<file path="config.mk">
export PLATFORM = sky130hd
export DESIGN_NAME = seg7_scan_driver
export DESIGN_NICKNAME = d
export VERILOG_FILES = /design/src/rtl/seg7_pkg.sv /design/src/rtl/seg7_decode.sv /design/src/rtl/seg7_scan_driver.sv
export SDC_FILE = /design/constraint.sdc
export NUM_CORES = 1
export LEC_CHECK = 0
export CORE_ASPECT_RATIO = 0.7
export CORE_UTILIZATION = 45
export CTS_CLUSTER_DIAMETER = 50
export CTS_CLUSTER_SIZE = 16
export DETAILED_ROUTE_END_ITERATION = 16
export PLACE_DENSITY = 0.7
export SLEW_MARGIN = 30
export SYNTH_ARGS = -nofsm -noshare
export SYNTH_HDL_FRONTEND = slang
export SYNTH_SLANG_ARGS = --single-unit
</file>
<file path="constraint.sdc">
create_clock -name clk -period 2 [get_ports clk]
set_input_delay 0.4 -clock clk [delete_from_list [all_inputs] [get_ports clk]]
set_output_delay 0.4 -clock clk [all_outputs]
set_load 0.01 [all_outputs]
</file>
<file path="src/rtl/seg7_pkg.sv">
// seg7_pkg: shared constants for the 7-segment scan driver.
// Segment patterns are active-high, bit order gfedcba (seg[0]=a .. seg[6]=g).
package seg7_pkg;

    localparam logic [6:0] SEG_0    = 7'h3F;
    localparam logic [6:0] SEG_1    = 7'h06;
    localparam logic [6:0] SEG_2    = 7'h5B;
    localparam logic [6:0] SEG_3    = 7'h4F;
    localparam logic [6:0] SEG_4    = 7'h66;
    localparam logic [6:0] SEG_5    = 7'h6D;
    localparam logic [6:0] SEG_6    = 7'h7D;
    localparam logic [6:0] SEG_7    = 7'h07;
    localparam logic [6:0] SEG_8    = 7'h7F;
    localparam logic [6:0] SEG_9    = 7'h6F;
    localparam logic [6:0] SEG_DASH = 7'h40;
    localparam logic [6:0] SEG_OFF  = 7'h00;

    // Scan slot phase: DEAD is the anti-ghosting gap at the start of a slot.
    typedef enum logic {
        DEAD = 1'b0,
        ON   = 1'b1
    } scan_state_e;

endpackage

</file>
<file path="src/rtl/seg7_decode.sv">
// seg7_decode: 4-bit code to active-high 7-segment pattern.
// Non-BCD codes (10-15) render as a dash so corrupt digits stay visible.
module seg7_decode
    import seg7_pkg::*;
(
    input  logic [3:0] code,
    output logic [6:0] pattern
);

    // Straight lookup; polarity is handled by the caller's output register.
    always_comb begin
        pattern = SEG_DASH;
        case (code)
            4'd0:    pattern = SEG_0;
            4'd1:    pattern = SEG_1;
            4'd2:    pattern = SEG_2;
            4'd3:    pattern = SEG_3;
            4'd4:    pattern = SEG_4;
            4'd5:    pattern = SEG_5;
            4'd6:    pattern = SEG_6;
            4'd7:    pattern = SEG_7;
            4'd8:    pattern = SEG_8;
            4'd9:    pattern = SEG_9;
            default: pattern = SEG_DASH;
        endcase
    end

endmodule

</file>
<file path="src/rtl/seg7_scan_driver.sv">
// seg7_scan_driver: latches BCD digits and time-multiplexes them onto a
// common-segment 7-segment display, one digit per scan slot, with dead time
// at the start of each slot and frame-synchronous display updates.
// Optional leading-zero blanking is enabled by defining SEG7_LZB_EN.
module seg7_scan_driver
    import seg7_pkg::*;
#(
    parameter int DIGITS         = 4,
    parameter int SCAN_DIV       = 1000,
    parameter int DEAD_CYCLES    = 16,
    parameter bit SEG_ACTIVE_LOW = 1'b1,
    parameter bit AN_ACTIVE_LOW  = 1'b1,
    localparam int IDX_W         = (DIGITS > 1) ? $clog2(DIGITS) : 1
) (
    input  logic                  clk,
    input  logic                  reset,
    input  logic [4*DIGITS-1:0]   digits_in,
    input  logic                  load,
    input  logic                  blank,
    output logic [6:0]            seg,
    output logic [DIGITS-1:0]     an,
    output logic                  frame_tick,
    output logic [IDX_W-1:0]      digit_idx
);

    localparam int PRE_W = $clog2(SCAN_DIV);
    localparam logic [6:0]        SEG_INACT = SEG_ACTIVE_LOW ? ~SEG_OFF : SEG_OFF;
    localparam logic [DIGITS-1:0] AN_INACT  = {DIGITS{AN_ACTIVE_LOW}};

    logic [PRE_W-1:0]    prescaler_q, prescaler_d;
    logic [IDX_W-1:0]    digit_idx_q, digit_idx_d;
    scan_state_e         state_q, state_d;
    logic [4*DIGITS-1:0] pending_q, pending_d;
    logic [4*DIGITS-1:0] active_q, active_d;
    logic                pend_valid_q, pend_valid_d;
    logic [6:0]          seg_q, seg_d;
    logic [DIGITS-1:0]   an_q, an_d;
    logic                frame_tick_q, frame_tick_d;

    logic                pre_wrap;
    logic                frame_boundary;
    logic [3:0]          sel_code;
    logic [6:0]          sel_pattern;
    logic [DIGITS-1:0]   an_onehot;
    logic [DIGITS-1:0]   lead_zero;

    // Slot prescaler, digit index and the dead/on phase of the coming slot cycle.
    always_comb begin
        pre_wrap       = (prescaler_q == PRE_W'(SCAN_DIV - 1));
        frame_boundary = pre_wrap && (digit_idx_q == IDX_W'(DIGITS - 1));
        prescaler_d    = pre_wrap ? '0 : prescaler_q + PRE_W'(1);
        digit_idx_d    = digit_idx_q;
        if (pre_wrap) begin
            digit_idx_d = (digit_idx_q == IDX_W'(DIGITS - 1)) ? '0 : digit_idx_q + IDX_W'(1);
        end
        state_d = (int'(prescaler_d) < DEAD_CYCLES) ? DEAD : ON;
    end

    // Load handshake: pending collects loads, active only changes at frame boundaries.
    always_comb begin
        pending_d    = pending_q;
        pend_valid_d = pend_valid_q;
        active_d     = active_q;
        if (frame_boundary && load) begin
            active_d     = digits_in;
            pending_d    = digits_in;
            pend_valid_d = 1'b0;
        end else begin
            if (frame_boundary && pend_valid_q) begin
                active_d     = pending_q;
                pend_valid_d = 1'b0;
            end
            if (load) begin
                pending_d    = digits_in;
                pend_valid_d = 1'b1;
            end
        end
    end

`ifdef SEG7_LZB_EN
    // Mark digits that are zero with every more significant digit also zero; digit 0 never blanks.
    always_comb begin
        logic higher_zero;
        lead_zero   = '0;
        higher_zero = 1'b1;
        for (int i = DIGITS - 1; i >= 1; i--) begin
            higher_zero  = higher_zero && (active_q[4*i +: 4] == 4'd0);
            lead_zero[i] = higher_zero;
        end
    end
`else
    assign lead_zero = '0;
`endif

    assign sel_code = active_q[4*digit_idx_q +: 4];

    seg7_decode u_decode (
        .code    (sel_code),
        .pattern (sel_pattern)
    );

    // Next registered display outputs, polarity applied here so the decoder stays active-high.
    always_comb begin
        an_onehot    = DIGITS'(1) << digit_idx_q;
        an_d         = AN_INACT;
        seg_d        = SEG_INACT;
        frame_tick_d = frame_boundary;
        if ((state_q == ON) && !blank) begin
            an_d  = AN_ACTIVE_LOW ? ~an_onehot : an_onehot;
            seg_d = lead_zero[digit_idx_q] ? SEG_OFF : sel_pattern;
            if (SEG_ACTIVE_LOW) begin
                seg_d = ~seg_d;
            end
        end
    end

    // All state registers; reset leaves the display dark and scanning from digit 0.
    always_ff @(posedge clk or posedge reset) begin
        if (reset) begin
            prescaler_q  <= '0;
            digit_idx_q  <= '0;
            state_q      <= DEAD;
            pending_q    <= '0;
            active_q     <= '0;
            pend_valid_q <= 1'b0;
            seg_q        <= SEG_INACT;
            an_q         <= AN_INACT;
            frame_tick_q <= 1'b0;
        end else begin
            prescaler_q  <= prescaler_d;
            digit_idx_q  <= digit_idx_d;
            state_q      <= state_d;
            pending_q    <= pending_d;
            active_q     <= active_d;
            pend_valid_q <= pend_valid_d;
            seg_q        <= seg_d;
            an_q         <= an_d;
            frame_tick_q <= frame_tick_d;
        end
    end

    assign seg        = seg_q;
    assign an         = an_q;
    assign frame_tick = frame_tick_q;
    assign digit_idx  = digit_idx_q;

endmodule

</file>
==> flow_metrics.tcl, run 1 <==
set metrics [dict create \
    root_buffer "clkbuf_8" \
    crit_chain "or3b_4, nor3_4, buf_4, a311oi_1, nor3_1, or3b_1" \
    cp.arrival_ps 2140 \
    clock_skew_ps 10.7 \
    grt.overflow.total 0 \
    synth_edf_count 0 \
    cts_buffers 9 \
    drt_wl_total_um 4350 \
    start_util_pct 47.6 \
    setup_viol_count_final 0 \
    required_ps 2210 \
    hp-class "in -> async" \
    dpl.cell_count 299 \
    die_h_um 64.9 \
    wl_per_cell_um 13.8 \
    internal_power_w 0.00203 \
    routed-via-count 1551 \
    max_slew_margin_pct 77.1 \
    core.rowCount 22 \
    core_area_um2 5340 \
    antennaDiodeCount 0 \
    synthTopCellsByArea "dfrtp_1, dfstp_2, mux2_2, ha_1, mux2_1" \
    ys_async_sr_fraction_pct 100 \
    grt_max_degree 59 \
    drt_iter0_markers 33 \
    dieArea_um2 5950 \
    grt_pass1_vias 1607 \
    p_sw_share_pct 20.1 \
    slowest_stage "or3b_4" \
    clock_latency_ps 340 \
    crit_family "simple AND/OR/NAND/NOR gates" \
    worst_slew_pin_slew_ps 343 \
    max_cap_viol_count 0 \
    grt_pass1_wl_um 7770 \
    syn_to_final_growth_pct 28.6 \
    fin_crit_ps 1930 \
    n_fill_cell 454 \
    outcome "finished, final reports clean" \
    cts_tree "built" \
    switchingPower_w 0.000512 \
    fmaxAchievable_ghz 0.518 \
    critPathKind "reg -> reg" \
    hold_violations 0 \
    clkPwrFrac_pct 46.0 \
    dieWidth_um 91.8 \
    synth_cells 190 \
    cts_sinks 58 \
    syn_area_per_cell_um2 13.4 \
    vias_per_cell 4.91 \
    globalRouteTotalUtil_pct 17.8 \
    grt_antenna_before_repair 0 \
    route.detailed.drc 0 \
    layout-drive-gt1-share_pct 29.9 \
    ant_nets 0 \
    utilization_pct 61.2 \
    yosysTopAreaCell "dfrtp_1" \
    cts_max_path_buffers 2 \
    yosys-top-cells-count "dfrtp_1, mux2_2, dfstp_2, nor2_1" \
    seq_area_frac_synth_pct 57.7 \
    crit_path_max_incr_delay_ps 430 \
    ioPinCount 34 \
    fin_total_pwr_w 0.00254 \
    drt_first_pass_iters 4 \
    crit_start "prescaler_q[4]" \
    finalSetupTns_ps 0 \
    yosysWarnings 0 \
    gp_congestion 0.775 \
    p_leak_nw 1.44 \
    dpl.hpwl_um 2900 \
    clk_pin_slew_ps 70 \
    ys.flop_type "dfrtp_1" \
    finish.net_count 269 \
    drv_slew 0 \
    power_frac_seq_pct 48.3 \
    critPathLaunchType "flip-flop" \
    yosysMostFrequentCell "dfrtp_1" \
    io_buffers 33 \
    worst_ir_drop_vdd_mv 0.554 \
    grt_setup_unrepaired "no" \
    powerDensity_nw_per_um2 778 \
    instances_no_fill 316 \
    fin_crit_sh_pct 96.6 \
    htreeDepth 3 \
    synth_nets 220 \
    synth_cell_types 36 \
    crit_fanout 4 \
    ys_ff_latch 58 \
    cp.buffers_inverters 1 \
    rr_startpoint "prescaler_q[4]" \
    netlist.area_leader.share_pct 46.3 \
    combPwrFrac_pct 5.7 \
    end_kind "flip-flop" \
    syn_area_um2 2540 \
]
-- registers in the layout, indices dropped and copies added, names as in the netlist --
| name | flops |
|---|---|
| pend_valid_q | 1 |
| pending_q | 16 |
| active_q | 16 |
| frame_tick | 1 |
| seg | 7 |
| prescaler_q | 10 |
| state_q | 1 |
| an | 4 |
| digit_idx | 2 |
-- timing repair --
action / in CTS / in global routing
hold buffers: 0 / 0
pin swaps: 0 / 1
setup buffers: 1 / 0
setup endpoints to repair: 1 / 17
resized for setup: 0 / 3
-- cell usage in the layout (no fill, tap or decap), types with 3 or more instances in the layout --
master	instances
nand2_1	10
mux4_2	4
nor2_1	11
nand3_1	5
ha_1	10
dfstp_2	11
o21ai_0	9
buf_4	11
clkinv_2	4
mux2_2	22
xnor2_1	3
clkbuf_8	10
mux2_1	10
xor2_1	3
inv_1	6
nor2b_1	4
clkdlybuf4s50_1	33
dfrtp_1	47
-- power by group through the flow --
stage               logic (W)  registers [W]  clock network, W
detailed placement   0.000148        0.00125                 0
CTS                  0.000149        0.00123           0.00121
finish               0.000145        0.00123           0.00117
global placement     0.000147        0.00125                 0
global route         0.000164        0.00123           0.00127
floorplan           0.0000682        0.00125                 0
-- logic make-up (layout without fill, tap and decap cells) --
| family | count (synthesis) | in the layout | share of synthesized area (%) |
|---|---|---|---|
| AO/OA/AOI/OAI | 18 | 18 | 4.68 |
| XOR/XNOR | 6 | 6 | 2.07 |
| adder cells (fa/ha/maj) | 10 | 10 | 4.93 |
| multiplexers | 38 | 38 | 18.5 |
| buffers and inverters | 15 | 69 | 2.86 |
| flip-flops | 58 | 58 | 57.7 |
| AND/OR/NAND/NOR | 45 | 45 | 9.26 |
-- worst register-to-register path: stages, from the launching register on --
cell and delay (ps):
dfrtp_1 420, or3b_4 430, nor3_4 200, buf_4 140
a311oi_1 40, nor3_1 190, or3b_1 380
-- cell type report --
cell class	instances	area, um2	share of cell area [%]
timing repair buffer	46	453	13.9
sequential	58	1470	44.8
tap	72	90.1	2.76
clock buffer	10	138	4.21
clock inverter	6	80.1	2.45
inverter	7	26.3	0.804
multi-input combinational	117	1010	31.1
-- final timing paths --
| check | end | slack [ps] | depth (start not counted) |
|---|---|---|---|
| worst max-delay path | state_q | 70 | 6 |
| max in group asynchronous | seg[0] | 1260 | 3 |
| min in group clk | active_q[9] | 490 | 1 |
| worst min register to register | active_q[9] | 490 | 1 |
| worst min-delay path | pending_q[1] | 450 | 3 |
| worst max register to register | state_q | 70 | 6 |
-- routing by layer --
metal | track usage (%) | vias to the layer above | share of wire, %
met5 | 0 | - | 0
met4 | 5.86 | 0 | 1.3
met3 | 7.86 | 7 | 6.1
met2 | 26.1 | 39 | 41
met1 | 23.6 | 744 | 52
li1 | - | 761 | -
-- per-stage QoR --
stage | instance area (um2) | hold slack, ps | setup slack (ps)
floorplan | 2540 | 444 | 99.1
global placement | 3030 | 465 | 72.9
detailed placement | 3030 | 475 | 38.7
CTS | 3250 | 434 | 60.9
global route | 3270 | 454 | 7.94
finish | 3270 | 447 | 67.8
No activity file was read; power rests on OpenSTA's default activity.
==> run 2: changes to the inputs <==
--- a/config.mk
+++ b/config.mk
@@ -6,6 +6,7 @@
 export NUM_CORES = 1
 export LEC_CHECK = 0
 export CORE_ASPECT_RATIO = 0.7
+export CORE_MARGIN = 3
 export CORE_UTILIZATION = 45
 export CTS_CLUSTER_DIAMETER = 50
 export CTS_CLUSTER_SIZE = 16
==> constraint.sdc (replaced) <==
create_clock -name clk -period 2 [get_ports clk]
set_input_delay 0.5 -clock clk [delete_from_list [all_inputs] [get_ports clk]]
set_output_delay 0.5 -clock clk [all_outputs]
set_load 0.01 [all_outputs]
==> flow_metrics.tcl, run 2 (same netlist as run 1, synthesis figures left out) <==
set metrics [dict create \
    outcome "finished, final reports clean" \
    route.detailed.drc 0 \
    crit_fanout 16 \
    gp_congestion 0.844 \
    clk_pin_slew_ps 60 \
    antennaDiodeCount 0 \
    core_area_um2 5340 \
    cts_sinks 58 \
    drt_first_pass_iters 4 \
    cts_buffers 9 \
    dieArea_um2 6600 \
    dpl.cell_count 302 \
    instances_no_fill 320 \
    cts_hold_buffers 0 \
    drt_iter0_markers 82 \
    core.rowCount 22 \
    critPathKind "reg -> reg" \
    hp-class "reg -> reg" \
    grt_setup_unrepaired "yes" \
    p_leak_nw 1.46 \
    powerDensity_nw_per_um2 792 \
    syn_to_final_growth_pct 30.5 \
    final_common_cell "dfrtp_1" \
    io_buffers 33 \
    fin_crit_sh_pct 96.2 \
    utilization_pct 62.1 \
    ant_nets 0 \
    htreeDepth 3 \
    required_ps 2220 \
    cts_max_path_buffers 2 \
    holdWs_ps 484 \
    placed_area_um2 3050 \
    dpl.hpwl_um 2980 \
    setup_viol_count_final 0 \
    grt_pass1_vias 1529 \
    worst_slew_pin_slew_ps 334 \
    dieWidth_um 95.8 \
    drv_slew 0 \
    finalSetupTns_ps 0 \
    cts_tree "built" \
    wl_per_cell_um 13.8 \
    hold_violations 0 \
    fmaxAchievable_ghz 0.520 \
    stdcell_area_um2 3310 \
    layout-drive-gt1-share_pct 31.5 \
    grt_pass1_wl_um 7490 \
    vias_per_cell 4.92 \
    cp.arrival_ps 2140 \
    root_buffer "clkbuf_8" \
    clock_latency_ps 340 \
    end_kind "flip-flop" \
    finish.net_count 273 \
    routed-via-count 1573 \
    grt_antenna_before_repair 0 \
    die_h_um 68.9 \
    worst_ir_drop_vdd_mv 0.604 \
    grt_max_degree 59 \
    clock_skew_ps 6.38 \
    ioPinCount 34 \
    fin_crit_ps 1920 \
    max_slew_margin_pct 77.6 \
    globalRouteTotalUtil_pct 16.0 \
    drt_wl_total_um 4420 \
    largestRegisters "active_q x16, pending_q x16, prescaler_q x10" \
    grt.overflow.total 0 \
    start_util_pct 47.6 \
    max_cap_viol_count 0 \
    critPathLaunchType "flip-flop" \
    mostFrequentLayoutCells "dfrtp_1, clkdlybuf4s50_1, mux2_2" \
]
## run 2: cell count changes in the layout (fill, tap and decap cells not counted)
cell and delta:
buf_4 +4, clkinv_2 -3, clkbuf_8 +2, nor3_2 +2, clkdlybuf4s50_1 -1, clkinvlp_4 +1
dfrtp_1 -1, dfrtp_2 +1, dlymetal6s2s_1 +1, nand3_1 +1, nand3_2 -1, nor3_1 -1
nor3_4 -1
## run 2: power breakdown
group	switching, W	internal (W)
clock network	0.000454	0.000801
logic	0.0000599	0.0000846
registers	0.00000871	0.00122
total	0.000523	0.00210
## run 2: worst max-delay path: stages (launching register included)
cell,delay (ps)
dfrtp_1,400
or3b_4,430
nor3_2,110
buf_4,160
and3b_2,210
buf_12,150
mux2_2,340
## run 2: worst paths after layout
check | start | end | slack [ps] | cells past startpoint
worst max-delay path | prescaler_q[3] | active_q[15] | 80 | 6
worst min-delay path | active_q[6] | active_q[6] | 480 | 1
worst max register to register | prescaler_q[3] | active_q[15] | 80 | 6
worst min register to register | active_q[6] | active_q[6] | 480 | 1
max in group asynchronous | reset | an[2] | 1170 | 3
min in group asynchronous | reset | prescaler_q[7] | 530 | 3
## run 2: final cells by class
cell class              count  area, um2
repair buffers             50        485
fillers                   428       2030
clock buffers              12        165
clock inverters             4       72.6
flip-flops and latches     58       1470
multi-input cells         117       1010
well taps                  72       90.1
inverters                   7       26.3
## run 2: metal layers
metal / wire length (um) / GRT usage [%]
met4: 61 / 5.85
met5: 0 / 0
met1: 2130 / 22.0
met2: 1890 / 21.7
met3: 343 / 8.03
## run 2: stage by stage
| stage | setup slack (ps) | total power (W) |
|---|---|---|
| floorplan | 90.2 | 0.00132 |
| global placement | -28.8 | 0.00139 |
| detailed placement | -75.0 | 0.00140 |
| CTS | 53.3 | 0.00266 |
| global route | -19.7 | 0.00275 |
| finish | 76.9 | 0.00263 |
## run 2: what timing repair did
item	in CTS	in global routing
setup buffers	1	1
resized for setup	1	3
setup endpoints to repair	2	8
